$ cat config.mk
export PLATFORM = sky130hd
export DESIGN_NAME = pts_stream_sr_flat
export DESIGN_NICKNAME = d
export VERILOG_FILES = /design/src/rtl/pts_stream_sr_pkg.sv /design/src/rtl/pts_stream_sr_if.sv /design/src/rtl/pts_bit_counter.sv /design/src/rtl/pts_stream_sr.sv /design/src/flat_wrapper.sv
export SDC_FILE = /design/constraint.sdc
export NUM_CORES = 1
export LEC_CHECK = 0
export ABC_CLOCK_PERIOD_IN_PS = 2800
export BUFFER_PORTS_ARGS = -buffer_cell sky130_fd_sc_hd__buf_2
export CORE_UTILIZATION = 53
export DETAILED_ROUTE_END_ITERATION = 10
export PLACE_DENSITY = 0.76
export SLEW_MARGIN = 5
export SYNTH_ARGS = -nofsm -noshare
export SYNTH_HDL_FRONTEND = slang
export SYNTH_SLANG_ARGS = --single-unit
$ cat constraint.sdc
create_clock -name clk -period 2.8 [get_ports clk]
set_clock_uncertainty 0.1 [all_clocks]
set_input_delay 0.14 -clock clk [delete_from_list [all_inputs] [get_ports clk]]
set_output_delay 0.14 -clock clk [all_outputs]
set_load 0.01 [all_outputs]
$ cat src/rtl/pts_stream_sr_pkg.sv
`default_nettype none
// ============================================================================
//  Module      : pts_pkg
//  Description : Shared types and default constants for the pts_stream_sr
//                parallel-to-serial transmit serializer.
//                  pts_state_t           - serializer FSM states
//                  PTS_DEFAULT_NUM_BITS  - default word width
//                  PTS_DEFAULT_IDLE_LEVEL- default idle line level / fill bit
//  Revision    : 1.0 - initial release
// ============================================================================
package pts_pkg;

    typedef enum logic {
        PTS_IDLE  = 1'b0,
        PTS_SHIFT = 1'b1
    } pts_state_t;

    localparam int   PTS_DEFAULT_NUM_BITS   = 8;
    localparam logic PTS_DEFAULT_IDLE_LEVEL = 1'b1;

endpackage : pts_pkg
`default_nettype wire

$ cat src/rtl/pts_stream_sr_if.sv
`default_nettype none
// ============================================================================
//  Module      : pts_stream_sr_if
//  Description : Valid/ready word-load channel into the serializer.
//                  in_valid  producer -> serializer  word offered
//                  in_data   producer -> serializer  word to send
//                  in_ready  serializer -> producer  holding buffer empty
//                Modports: master (producer side), slave (serializer side).
//  Revision    : 1.0 - initial release
// ============================================================================
interface pts_stream_sr_if #(
    parameter int NUM_BITS = 8
);
    logic                in_valid;
    logic [NUM_BITS-1:0] in_data;
    logic                in_ready;

    modport master (
        output in_valid,
        output in_data,
        input  in_ready
    );

    modport slave (
        input  in_valid,
        input  in_data,
        output in_ready
    );
endinterface : pts_stream_sr_if
`default_nettype wire

$ cat src/rtl/pts_bit_counter.sv
`default_nettype none
// ============================================================================
//  Module      : pts_bit_counter
//  Description : Rollover bit counter 0 .. NUM_BITS-1 for the serializer.
//                  clk          in  system clock
//                  n_rst        in  synchronous active-low reset
//                  clear        in  synchronous return to 0 (beats enable)
//                  count_enable in  advance by one, wrapping to 0 after last
//                  last         out count == NUM_BITS-1
//  Revision    : 1.0 - initial release
// ============================================================================
module pts_bit_counter #(
    parameter int NUM_BITS = 8
) (
    input  wire logic clk,
    input  wire logic n_rst,
    input  wire logic clear,
    input  wire logic count_enable,
    output logic      last
);
    localparam int CNT_W = (NUM_BITS > 2) ? $clog2(NUM_BITS) : 1;
    localparam logic [CNT_W-1:0] C_LAST = CNT_W'(NUM_BITS - 1);

    logic [CNT_W-1:0] r_count;

    always_ff @(posedge clk) begin
        if (!n_rst) begin
            r_count <= '0;
        end else if (clear) begin
            r_count <= '0;
        end else if (count_enable) begin
            r_count <= (r_count == C_LAST) ? '0 : r_count + CNT_W'(1);
        end
    end

    assign last = (r_count == C_LAST);

endmodule : pts_bit_counter
`default_nettype wire

$ cat src/rtl/pts_stream_sr.sv
`default_nettype none
// ============================================================================
//  Module      : pts_stream_sr
//  Description : Parametrised parallel-to-serial transmit serializer with a
//                one-word holding buffer. Words stream back-to-back; bits
//                advance on the external bit-period strobe.
//                  clk        in  system clock
//                  n_rst      in  synchronous active-low reset
//                  clear      in  synchronous abort of word in flight + held
//                  strobe     in  bit-period tick, ends the current bit
//                  bus        slave valid/ready word-load channel
//                  serial_out out current line bit
//                  busy       out word in flight
//                  word_done  out one-cycle pulse after a word's last bit
//  Revision    : 1.0 - initial release
// ============================================================================
module pts_stream_sr
    import pts_pkg::*;
#(
    parameter int   NUM_BITS   = PTS_DEFAULT_NUM_BITS,
    parameter bit   SHIFT_MSB  = 1'b0,
    parameter logic IDLE_LEVEL = PTS_DEFAULT_IDLE_LEVEL
) (
    input  wire logic        clk,
    input  wire logic        n_rst,
    input  wire logic        clear,
    input  wire logic        strobe,
    pts_stream_sr_if.slave   bus,
    output logic             serial_out,
    output logic             busy,
    output logic             word_done
);

    pts_state_t          r_state;
    pts_state_t          w_state_next;
    logic [NUM_BITS-1:0] r_sr;
    logic [NUM_BITS-1:0] r_hold;
    logic                r_hold_full;
    logic                r_word_done;

    logic                w_last;
    logic                w_final;
    logic                w_slot;
    logic                w_load_hold;
    logic                w_load_direct;
    logic                w_load;
    logic                w_accept;
    logic                w_shift;
    logic [NUM_BITS-1:0] w_load_word;
    logic [NUM_BITS-1:0] w_sr_shifted;
    logic                w_line_bit;

    // The final strobe of a word opens the same load slot as being idle,
    // which is what lets the next word start on that edge with no gap.
    assign w_final       = (r_state == PTS_SHIFT) && strobe && w_last;
    assign w_slot        = (r_state == PTS_IDLE) || w_final;
    assign w_load_hold   = w_slot && r_hold_full;
    assign w_load_direct = w_slot && !r_hold_full && bus.in_valid;
    assign w_load        = w_load_hold || w_load_direct;
    assign w_accept      = bus.in_valid && !r_hold_full;
    assign w_shift       = (r_state == PTS_SHIFT) && strobe && !w_last;
    assign w_load_word   = r_hold_full ? r_hold : bus.in_data;

    generate
        if (SHIFT_MSB) begin : g_msb_first
            assign w_sr_shifted = {r_sr[NUM_BITS-2:0], IDLE_LEVEL};
            assign w_line_bit   = r_sr[NUM_BITS-1];
        end else begin : g_lsb_first
            assign w_sr_shifted = {IDLE_LEVEL, r_sr[NUM_BITS-1:1]};
            assign w_line_bit   = r_sr[0];
        end
    endgenerate

    // Counter restarts on every load (and clear); a final strobe without a
    // following load wraps it to 0, matching the idle value.
    pts_bit_counter #(
        .NUM_BITS(NUM_BITS)
    ) u_bit_counter (
        .clk          (clk),
        .n_rst        (n_rst),
        .clear        (clear || w_load),
        .count_enable ((r_state == PTS_SHIFT) && strobe),
        .last         (w_last)
    );

    // ---------------- FSM ----------------
    always_ff @(posedge clk) begin
        if (!n_rst) begin
            r_state <= PTS_IDLE;
        end else begin
            r_state <= w_state_next;
        end
    end

    always_comb begin
        w_state_next = r_state;
        if (clear) begin
            w_state_next = PTS_IDLE;
        end else if (w_load) begin
            w_state_next = PTS_SHIFT;
        end else if (w_final) begin
            w_state_next = PTS_IDLE;
        end
    end

    // ---------------- shift register ----------------
    always_ff @(posedge clk) begin
        if (!n_rst) begin
            r_sr <= {NUM_BITS{IDLE_LEVEL}};
        end else if (!clear) begin
            if (w_load) begin
                r_sr <= w_load_word;
            end else if (w_shift) begin
                r_sr <= w_sr_shifted;
            end
        end
    end

    // ---------------- holding buffer ----------------
    // A word accepted in a load slot goes straight into sr; only words
    // accepted while shifting are parked here.
    always_ff @(posedge clk) begin
        if (!n_rst) begin
            r_hold      <= '0;
            r_hold_full <= 1'b0;
        end else if (clear) begin
            r_hold_full <= 1'b0;
        end else if (w_load_hold) begin
            r_hold_full <= 1'b0;
        end else if (w_accept && !w_load_direct) begin
            r_hold      <= bus.in_data;
            r_hold_full <= 1'b1;
        end
    end

    // ---------------- word_done ----------------
    always_ff @(posedge clk) begin
        if (!n_rst) begin
            r_word_done <= 1'b0;
        end else if (clear) begin
            r_word_done <= 1'b0;
        end else begin
            r_word_done <= w_final;
        end
    end

    assign busy         = (r_state == PTS_SHIFT);
    assign serial_out   = busy ? w_line_bit : IDLE_LEVEL;
    assign word_done    = r_word_done;
    assign bus.in_ready = !r_hold_full;

endmodule : pts_stream_sr
`default_nettype wire

$ cat src/flat_wrapper.sv
// flat-port wrapper written by rule: the top's interface ports become plain ports
module pts_stream_sr_flat import pts_pkg::*;
#(
    parameter int   NUM_BITS   = PTS_DEFAULT_NUM_BITS,
    parameter bit   SHIFT_MSB  = 1'b0,
    parameter logic IDLE_LEVEL = PTS_DEFAULT_IDLE_LEVEL
)
  (clk, n_rst, clear, strobe, serial_out, busy, word_done, bus_in_valid, bus_in_data, bus_in_ready);
  pts_stream_sr_if #(.NUM_BITS(NUM_BITS)) bus_i ();
  input  wire logic clk;
  input  wire logic n_rst;
  input  wire logic clear;
  input  wire logic strobe;
  output logic serial_out;
  output logic busy;
  output logic word_done;
  input wire logic [$bits(bus_i.in_valid)-1:0] bus_in_valid;
  input wire logic [$bits(bus_i.in_data)-1:0] bus_in_data;
  output wire logic [$bits(bus_i.in_ready)-1:0] bus_in_ready;
  assign bus_i.in_valid = bus_in_valid;
  assign bus_i.in_data = bus_in_data;
  assign bus_in_ready = bus_i.in_ready;
  pts_stream_sr #(.NUM_BITS(NUM_BITS), .SHIFT_MSB(SHIFT_MSB), .IDLE_LEVEL(IDLE_LEVEL)) u_core (.clk(clk), .n_rst(n_rst), .clear(clear), .strobe(strobe), .bus(bus_i), .serial_out(serial_out), .busy(busy), .word_done(word_done));
endmodule
---- Word-level counts from Yosys, hierarchy flattened ----
Cells that the tools add are included.
word-level totals
  register bits after elaboration ......... 22
  bits in latches ......................... 0
  memory bits (read-only) ................. 0
  input bits .............................. 13
  memories kept ........................... 0
  memory bits (writable) .................. 0
cells by class
  bitwise gates (word level) .............. 4
  equality and inequality tests ........... 1
  shift operators ......................... 0
  div/mod/pow operators ................... 0
  order comparisons ....................... 0
  multiply operators ...................... 0
  multiplexer cells ....................... 7
  $add $sub $neg .......................... 1
  reduce and logical (&&, ||, !) cells .... 21
operators by type and width
  kind                                                           number
  8-bit two-way mux                                              3
  1-bit logical AND                                              8
  1-bit NOT                                                      4
  2-bit nonzero test                                             2
  2-bit OR reduction                                             2
  3-bit by 1-bit adder with 3-bit output, second input constant  1
  3-bit equality test, second input constant                     1
  1-bit zero test                                                3
  1-bit logical OR                                               3
  1-bit two-way mux                                              3
  3-bit two-way mux                                              1
  3-bit AND reduction                                            1
  3-bit OR reduction                                             1
  2-bit AND reduction                                            1

---- Depth between registers and ports, before layout ----
Gate-level depths: netlist of run 1.
  word-level depth ........................ 8
  mapped depth ............................ 7

---- Cells and area by module ----
From an unflattened synthesis of run 1, not the netlist that was laid out.
second synthesis, totals
  cell total of the unflattened synthesis .. 110
  area total of the unflattened synthesis .. 1039.7 sq um
by module, submodules not included
  module           area each (sq um)  cells each  instances
  pts_stream_sr    892.1              96          1
  pts_bit_counter  147.6              14          1

---- Worst setup path after synthesis of run 1 ----
Ideal clock, no wire load.
  path type ............................... flip-flop to flip-flop
  start ................................... register u_core.u_bit_counter.r_count[0]
  end ..................................... register u_core.r_hold[0]
  data required time ...................... 2.584 ns
  cell stages (with the launch flop) ...... 8
  arrival ................................. 1.741 ns
  library setup time ...................... 0.116 ns
  setup slack ............................. 0.843 ns
  cells stage by stage .................... dfxtp_1 > ha_1 > ha_1 > a21bo_4 > or4b_4 > buf_6 > mux2i_1 > nor2b_1
on the way
  word-level cells in the longest chain between the ends .. 8
RTL lines
  what                               RTL line               RTL
  from (decl)                        pts_bit_counter.sv:24  logic [CNT_W-1:0] r_count;
  from (signal assigned)             pts_bit_counter.sv:32  r_count <= (r_count == C_LAST) ? '0 : r_count + CNT_W'(1);
  3-bit equality test (*)            pts_bit_counter.sv:36  assign last = (r_count == C_LAST);
  1-bit logical AND (*)              pts_stream_sr.sv:55    assign w_final = (r_state == PTS_SHIFT) && strobe && w_last;
  1-bit logical OR (*)               pts_stream_sr.sv:56    assign w_slot = (r_state == PTS_IDLE) || w_final;
  1-bit logical AND (2 in a row)     pts_stream_sr.sv:58    assign w_load_direct = w_slot && !r_hold_full && bus.in_valid;
  1-bit zero test                    pts_stream_sr.sv:130   end else if (w_accept && !w_load_direct) begin
  1-bit logical AND                  pts_stream_sr.sv:130
  3-bit AND reduction (no line) (*)  n/a
  to (signal assigned)               pts_stream_sr.sv:131   r_hold <= bus.in_data;
  to (decl)                          pts_stream_sr.sv:37    logic [NUM_BITS-1:0] r_hold;
Mark *: on every way between the ends. The rest lies on a longest branch, timed or not.
A chain may end at the register's enable or synchronous reset.

---- Worst setup path after layout of run 1 ----
  start ................................... register u_core.u_bit_counter.r_count[0]
  end ..................................... register u_core.r_hold[4]
The elaborated chain is that of the path after synthesis.

==> summary by stage, run 1 <==
Run status
The flow ran to the end, and the final reports show no timing, DRC or antenna violations.

Worst setup path
The worst register-to-register path ends at u_core.r_hold[4]. The critical path runs through a total of 6 cells. The number of cells on the worst reg-to-reg path is 6. The biggest fanout along the worst timing path is 8.

The critical path contains buffers and inverters numbering 0 combined. In this run the critical register-to-register path is launched from u_core.u_bit_counter.r_count[0]. The slowest stage cell on the critical path is or4b_4. The type of the worst setup path is flop to flop. The worst setup path is captured at a flop.

Traced cell by cell, the critical path runs through ha_1 > ha_1 > a21bo_4 > or4b_4 > mux2i_1 > nor2b_1. Data on the critical path arrives at its endpoint at 2.18 ns. STA puts the critical path data required time at 2.92 ns. For flop-to-flop paths, the worst setup slack is 0.74 ns. The family with the most delay on the worst path is simple AND/OR/NAND/NOR gates.

In this design, the critical path's most frequently occurring cell is ha_1. The peak per-stage delay on the critical path is 0.58 ns. The timing startpoint of the critical path is u_core.u_bit_counter.r_count[0]. The worst setup path is launched from a flop.

The most critical setup path has its endpoint at u_core.r_hold[4].

Timing
The transition time at the pin with the least slew margin is 0.654 ns. The final sum of negative setup slack is 0 ns. Setup repair after global routing left no endpoint under its margin.

The smallest clock period supported by the final layout is computed as 2.06 ns. The count of final hold-check violations came to 0. In this run the tightest slew margin relative to its limit is 56.3%.

Of the available clock period, the critical path in the final layout requires 73.7%. In the post-route analysis, the smallest setup slack over all paths is 0.738 ns. Setup violations remaining at the end of the flow were counted as 0. The number of max-slew violations in the final report is 0.

Timing would allow up to 485 MHz.

Floorplan
The count of standard-cell rows is 15. The placeable core area is 0.00176 mm². The die covers 0.00210 mm². The effective utilization at floorplan is 57.7%. The die boundary width is 45.8 µm. In this run the count of I/O pins placed on the die edge is 17. The floorplan step set the die height to 45.8 µm.

Placement
Routability-driven placement finished with a final weighted congestion of 0.740. The number of placed instances, taps included, is 146. Buffers placed on the I/O ports in this run total 16. At the placement stage, the worst setup path has a slack of 0.734 ns. Summed over all nets, the half-perimeter wirelength after detailed placement is 1310 µm.

Finish
The signed area change from the synthesized netlist to the final layout is 13.8%. The number of antenna diodes is 0. The final layout contains 143 nets.

The ratio of cells with drive above 1 in the final layout is 18.9%. The final cell count without fillers is 152.

Logic synthesis
Ranked by total cell area, the synthesized netlist is headed by dfxtp_1, nor2b_1, mux2i_1. The synthesized area divided by synthesized cell count is 9.26 µm². Synthesis inferred 22 register bits. Counting flops with a built-in enable in the synthesized netlist gives 0.

The net count of the mapped netlist is 125. The most used flip-flop cell after synthesis is dfxtp_1. Sequential cells were found to cover 43.2% of the synthesized design area.

The cell count after synthesis came out at 110. The cell accounting for the most synthesized area is dfxtp_1. After synthesis, the share of flip-flops with an asynchronous set or reset is 0%.

The post-synthesis instance area is 0.00102 mm². The synthesized design devotes to its leading area cell type 43.2% of total area. The count of different cell masters after synthesis is 25.

After synthesis, the most frequently instantiated cells are dfxtp_1, nor2b_1, nand2_1, nor2_1, mux2i_1. The Yosys warning count is 0. The most used standard cell by instance count after synthesis is dfxtp_1.

Global route
The via count of the first global-routing pass is 710. The aggregate global-route resource usage is 19.9%. Summed over all layers, the global routing overflow is 0. The number of antenna violations at the first check in global routing is 0.

The global-route wire length before repair is 3010 µm. Entering global routing, the biggest net connects 22 pins.

Pwr
The fraction of power consumed by sequential logic is 58.1%. Dividing total power by cell area gives a power density of 494 mW/mm². The standby leakage power is 0.508 nW. The clock network accounts for 30.8% of the total power. The maximum vdd drop is 332 µV. Per report_power, the combinational group accounts for 11.2% of the total. The net switching power is 0.138 mW. The switching part of the total is 24.1%. Cell internal power was estimated by the tool at 0.435 mW.

Drt
The detailed router finished its first iteration with 14 violations. The top metal layer carrying routed signals is met4. Detailed routing placed a total of 817 µm of wire on met2. The average via count per standard cell is 5.46. The routed layout has 830 vias.

The routed length on met1 is 907 µm. The total DRC errors in the routed layout is 0. The routed design uses 60 µm of met3 wire. Once detail routing completed, the nets flagged for antenna violations numbered 0. The first-pass iteration count of the detailed router is 4. The wire length after detailed routing is 1790 µm. The detailed-route wire length per cell is 11.8 µm.

Clocking
In this run, CTS created clock tree buffers numbering 3. The clock drives 22 sinks. After clock tree synthesis, the clock-pin slew on the worst setup and hold paths is 0.13 ns. After clock tree synthesis, the setup repair step added 0 buffers. TritonCTS built the clock tree. The insertion delay to the later sink of the worst-skew pair is 0.31 ns. The number of buffers on the longest clock path is 2. The buffer cell driving the clock tree root is clkbuf_4. CTS built an H-tree with a depth of 1.

Job
Max-cap violations in this run came to 0.

Hold path
The worst min-delay path class is input port to flop.
stage by stage:
step | power (mW) | area (µm²) | hold slack [ns] | utilization [%]
final | 0.573 | 1160 | 0.00277 | 65.7
after CTS | 0.573 | 1160 | 0.00127 | 65.7
after detailed placement | 0.402 | 1100 | 0.315 | 62.5
after global routing | 0.600 | 1160 | 0.00518 | 65.7
after global placement | 0.399 | 1100 | 0.304 | 62.5
after floorplan | 0.380 | 1020 | 0.168 | -
placed cells by master (no fill, tap or decap), types with 2 or more instances in the layout:
cell type / netlist / routed
o311ai_0: 7 / 7
a21oi_1: 4 / 4
nor2b_1: 17 / 17
nand2b_1: 3 / 3
a211oi_1: 7 / 7
dfxtp_1: 22 / 22
buf_2: 1 / 16
nor2_1: 10 / 10
nand2_1: 10 / 10
mux2i_1: 8 / 8
nor3_1: 2 / 2
dlygate4sd3_1: 0 / 2
nand3_1: 3 / 3
ha_1: 2 / 2
inv_1: 2 / 2
clkbuf_4: 0 / 3
final cells by class:
cell class                 instances  area, µm²
sequential                        22        440
timing repair buffer              18        100
tap                               25       31.3
inverter                           2       7.51
clock buffer                       4       36.3
fill                             159        606
multi-input combinational         81        543
power by group through the flow:
stage / combinational (mW) / sequential [mW] / clock, mW
final: 0.0639 / 0.333 / 0.176
after global placement: 0.0600 / 0.339 / 0
after floorplan: 0.0425 / 0.337 / 0
after CTS: 0.0645 / 0.333 / 0.176
after global routing: 0.0725 / 0.334 / 0.193
after detailed placement: 0.0620 / 0.340 / 0
worst min-delay path by stage:
stage / slack (ns) / startpoint / to / cells past startpoint
after floorplan: 0.17 / n_rst / u_core.r_hold[0] / 1
after global routing: 0.005 / bus_in_data[6] / u_core.r_hold[6] / 3
after CTS: 0.001 / bus_in_data[0] / u_core.r_hold[0] / 3
final: 0.003 / bus_in_data[0] / u_core.r_hold[0] / 3
after detailed placement: 0.32 / bus_in_data[7] / u_core.r_hold[7] / 3
after global placement: 0.30 / bus_in_data[6] / u_core.r_hold[6] / 3
registers in the layout, summed over array words and instances, names as in the netlist:
name,cells
u_core.r_hold_full,1
u_core.busy,1
u_core.u_bit_counter.r_count,3
u_core.r_sr,8
u_core.r_hold,8
u_core.word_done,1
cell families after synthesis:
family                   Yosys count  share of synthesized area [%]
adder cells (fa/ha/maj)            2                           2.46
multiplexers                       8                           7.86
AO/OA/AOI/OAI                     24                           18.8
flip-flops                        22                           43.2
buffers and inverters              7                           3.44
AND/OR/NAND/NOR                   47                           24.2
layer usage:
metal | track usage [%] | up-vias
li1 | - | 428
met1 | 27.8 | 387
met2 | 30.6 | 13
met3 | 4.76 | 2
met4 | 5.29 | 0
met5 | 0 | -
worst reg2reg max path, stage by stage, from the launching register on:
cell     delay (ns)
dfxtp_1        0.35
ha_1           0.21
ha_1           0.23
a21bo_4        0.25
or4b_4         0.58
mux2i_1        0.20
nor2b_1        0.06
repair_timing:
item	4_1_cts	5_1_grt
resized for setup	0	0
endpoints found under the hold margin	2	0
hold buffers	2	0
Note: power is estimated with default switching activity, not from simulation.
==> run 2: changes to the inputs <==
- ABC_CLOCK_PERIOD_IN_PS: 2800 -> 1700
- CORE_UTILIZATION: 53 -> 48
- PLACE_DENSITY: 0.76 -> 0.72
- clock period: 2.8 -> 1.7 ns (I/O delays scaled with it)
==> run 2 against run 1 <==
Compared with the run above: flip-flop and latch count stayed put; critical endpoint is now u_core.r_sr[5]; non-clock buffer count increased by 16; global-route usage is 3.0 points higher; the run now ends with setup timing left; total power rose by 64%; sequential power is 64% higher.
==> summary by stage, run 2 (synthesis gave the netlist of run 1 again) <==
Worst setup path
The worst setup path is of the flop to flop kind. STA classifies the critical path startpoint as a flop. The biggest fanout along the worst timing path is 8 (unchanged). STA classifies the critical path endpoint as a flop. The data arrival time of the critical path is 2.03 ns (-0.15 ns). The worst endpoint required time is 1.81 ns (-1.11 ns).

Drt
The total via count after detailed routing is 922 (+11%). The average via count per standard cell is 5.39 (-1.3%). The detailed-route wire length per cell is 12.8 µm (+8.8%).

The number of routed nets with antenna violations is 0 (unchanged). The total DRC errors in the routed layout is 0 (unchanged). The sum of met2 wire segment lengths after detailed routing is 1140 µm (+40%).

The total met3 wirelength after detailed routing is 63 µm (+5.0%). The routed length on met1 is 974 µm (+7.4%). The first-iteration detailed-routing DRC count came to 12 (-2). The wire length after detailed routing is 2200 µm (+22%). The first-pass iteration count of the detailed router is 4 (unchanged).

The top metal layer carrying routed signals is met4.

Finish
The number of nets in the layout is 161 (+13%). Leaving out fill and tap cells, the most frequent cell in the layout is dfxtp_1. Leaving out fill and tap cells, the most frequent cells in the layout are dfxtp_1, nor2b_1, buf_2. The final cell count without fillers is 171 (+13%). The ratio of cells with drive above 1 in the final layout is 33.3% (+14 points).

From synthesis to final layout, the design area changed by 39.8%. The largest registers in the layout are u_core.r_hold (8), u_core.r_sr (8), u_core.u_bit_counter.r_count (3). The number of antenna diodes is 0 (unchanged).

Global route
The pin count of the biggest net entering global routing is 19 (-14%). The number of antenna violations at the first check in global routing was 0 (unchanged). The via count of the first global-routing pass is 883 (+24%). The global-route wire length before repair is 3610 µm (+20%).

The aggregate global-route resource usage is 22.9% (+3.0 points). The overflow left after global routing came to 0 (unchanged).

Hold path
The tightest min-delay check is of the input port to flop type.

Clocking
The total CTS buffers is 3 (unchanged). The buffer cell driving the clock tree root is clkbuf_4. TritonCTS built the clock tree.

The total number of H-tree levels is 1 (unchanged). The clock transition at the registers of the reported paths was 0.12 ns (about the same). The insertion delay to the later sink of the worst-skew pair is 0.30 ns (about the same). The number of clock sinks seen by CTS is 22 (unchanged). The number of buffers on the longest clock path was 2 (unchanged).

Timing
Setup repair after global routing could not meet its margin everywhere. The maximum operating frequency was 519 MHz (+7.0%). The period utilization was 113% (+40 points).

The total setup violations reported at the end of the flow came to 16 (+16). The clock period minus final worst setup slack is 1.93 ns (-0.136 ns). The final sum of negative setup slack is -3.31 ns (-3.31 ns). The count of final hold-check violations is 0 (unchanged). The remaining max-slew budget at the tightest pin is 74.6% (+18 points). The transition time at the pin with the least slew margin is 0.381 ns (-0.273 ns). The number of max-slew violations in the final report is 0 (unchanged). The worst path setup slack after routing is -0.227 ns (-0.964 ns).

Floorplan
The die boundary width was 48.1 µm (+4.9%). The count of standard-cell rows is 16 (+1). The floorplan die area is 0.00231 mm² (+10%).

The number of placed I/O pins is 17 (unchanged). The effective utilization at floorplan was 51.4% (-6.3 points). The placeable core area is 0.00198 mm² (+12%). The vertical die dimension is 48.1 µm (+4.9%).

Pwr
The total power draw came to 0.939 mW (+64%). The power density over the cells was 659 mW/mm² (+33%). The maximum vdd drop is 525 µV (+58%).

The standby leakage power was 0.590 nW (+16%).

Placement
The weighted congestion at the end of routability-driven global placement was 0.731 (-1.2%). The number of instances in the placed design is 153 (+4.8%). The number of port buffers was 16 (unchanged). The detailed placer's ending HPWL is 1440 µm (+9.5%).

Run status
The final reports fail on setup timing. The flow ran to the end, but the final reports show violations.

Job
The reported max-cap violation count is 0 (unchanged).
run 2: changes by cell type in the layout (fill, tap and decap cells not counted), moves of 4 or more:
cell / previous run / this run
dlygate4sd3_1: 2 / 10
buf_4: 0 / 7
o311ai_0: 7 / 0
o311ai_2: 0 / 4
run 2: stage by stage:
step / util, % / hold slack [ns] / setup slack [ns] / cell area, µm²
detailed placement: 59.0 / 0.260 / -0.208 / 1170
global route: 71.8 / 0.0311 / -0.312 / 1420
global placement: 59.0 / 0.252 / -0.174 / 1170
floorplan: - / 0.113 / -0.175 / 1060
finish: 71.8 / 0.0289 / -0.227 / 1420
CTS: 68.8 / 0.00587 / -0.227 / 1360
run 2: worst paths after layout:
path                              startpoint  slack [ns]        endpoint  cells after the start
max          u_core.u_bit_counter.r_count[1]       -0.23  u_core.r_sr[5]                      7
min                                    n_rst        0.03  u_core.r_sr[1]                      2
max reg2reg  u_core.u_bit_counter.r_count[1]       -0.23  u_core.r_sr[5]                      7
min reg2reg                   u_core.r_sr[5]        0.40  u_core.r_sr[5]                      2
run 2: what timing repair did:
action | 4_1_cts | 5_1_grt
buffers inserted | 2 | 1
pin swaps | 7 | 6
endpoints found under the setup margin | 19 | 19
resized for setup | 12 | 9
hold buffers | 10 | 0
gates cloned | 2 | 0
endpoints found under the hold margin | 11 | 0
run 2: worst max-delay path, cell delays in order (launching register included):
cell and delay, ns:
dfxtp_2 0.36, ha_4 0.16, ha_4 0.16, buf_4 0.13, buf_6 0.10, nand2b_4 0.13, a221o_2 0.45, o311ai_1 0.25
run 2: where the power goes:
group | leakage (nW) | switching, mW | internal (mW)
clock network | 0.0138 | 0.145 | 0.0825
logic | 0.396 | 0.0830 | 0.0818
registers | 0.180 | 0.0119 | 0.535
run 2: per-layer routing:
metal	vias up	GRT usage, %
met5	-	0
met4	0	10.6
met3	2	3.40
met2	16	41.1
met1	435	26.4
li1	469	-
run 2: cell type report:
cell class / count / area, µm²
Sequential cell: 22 / 443
Multi-Input combinational cell: 83 / 673
Fill cell: 146 / 558
Tap cell: 27 / 33.8
Clock buffer: 3 / 22.5
Timing Repair Buffer: 34 / 244
Inverter: 2 / 7.51
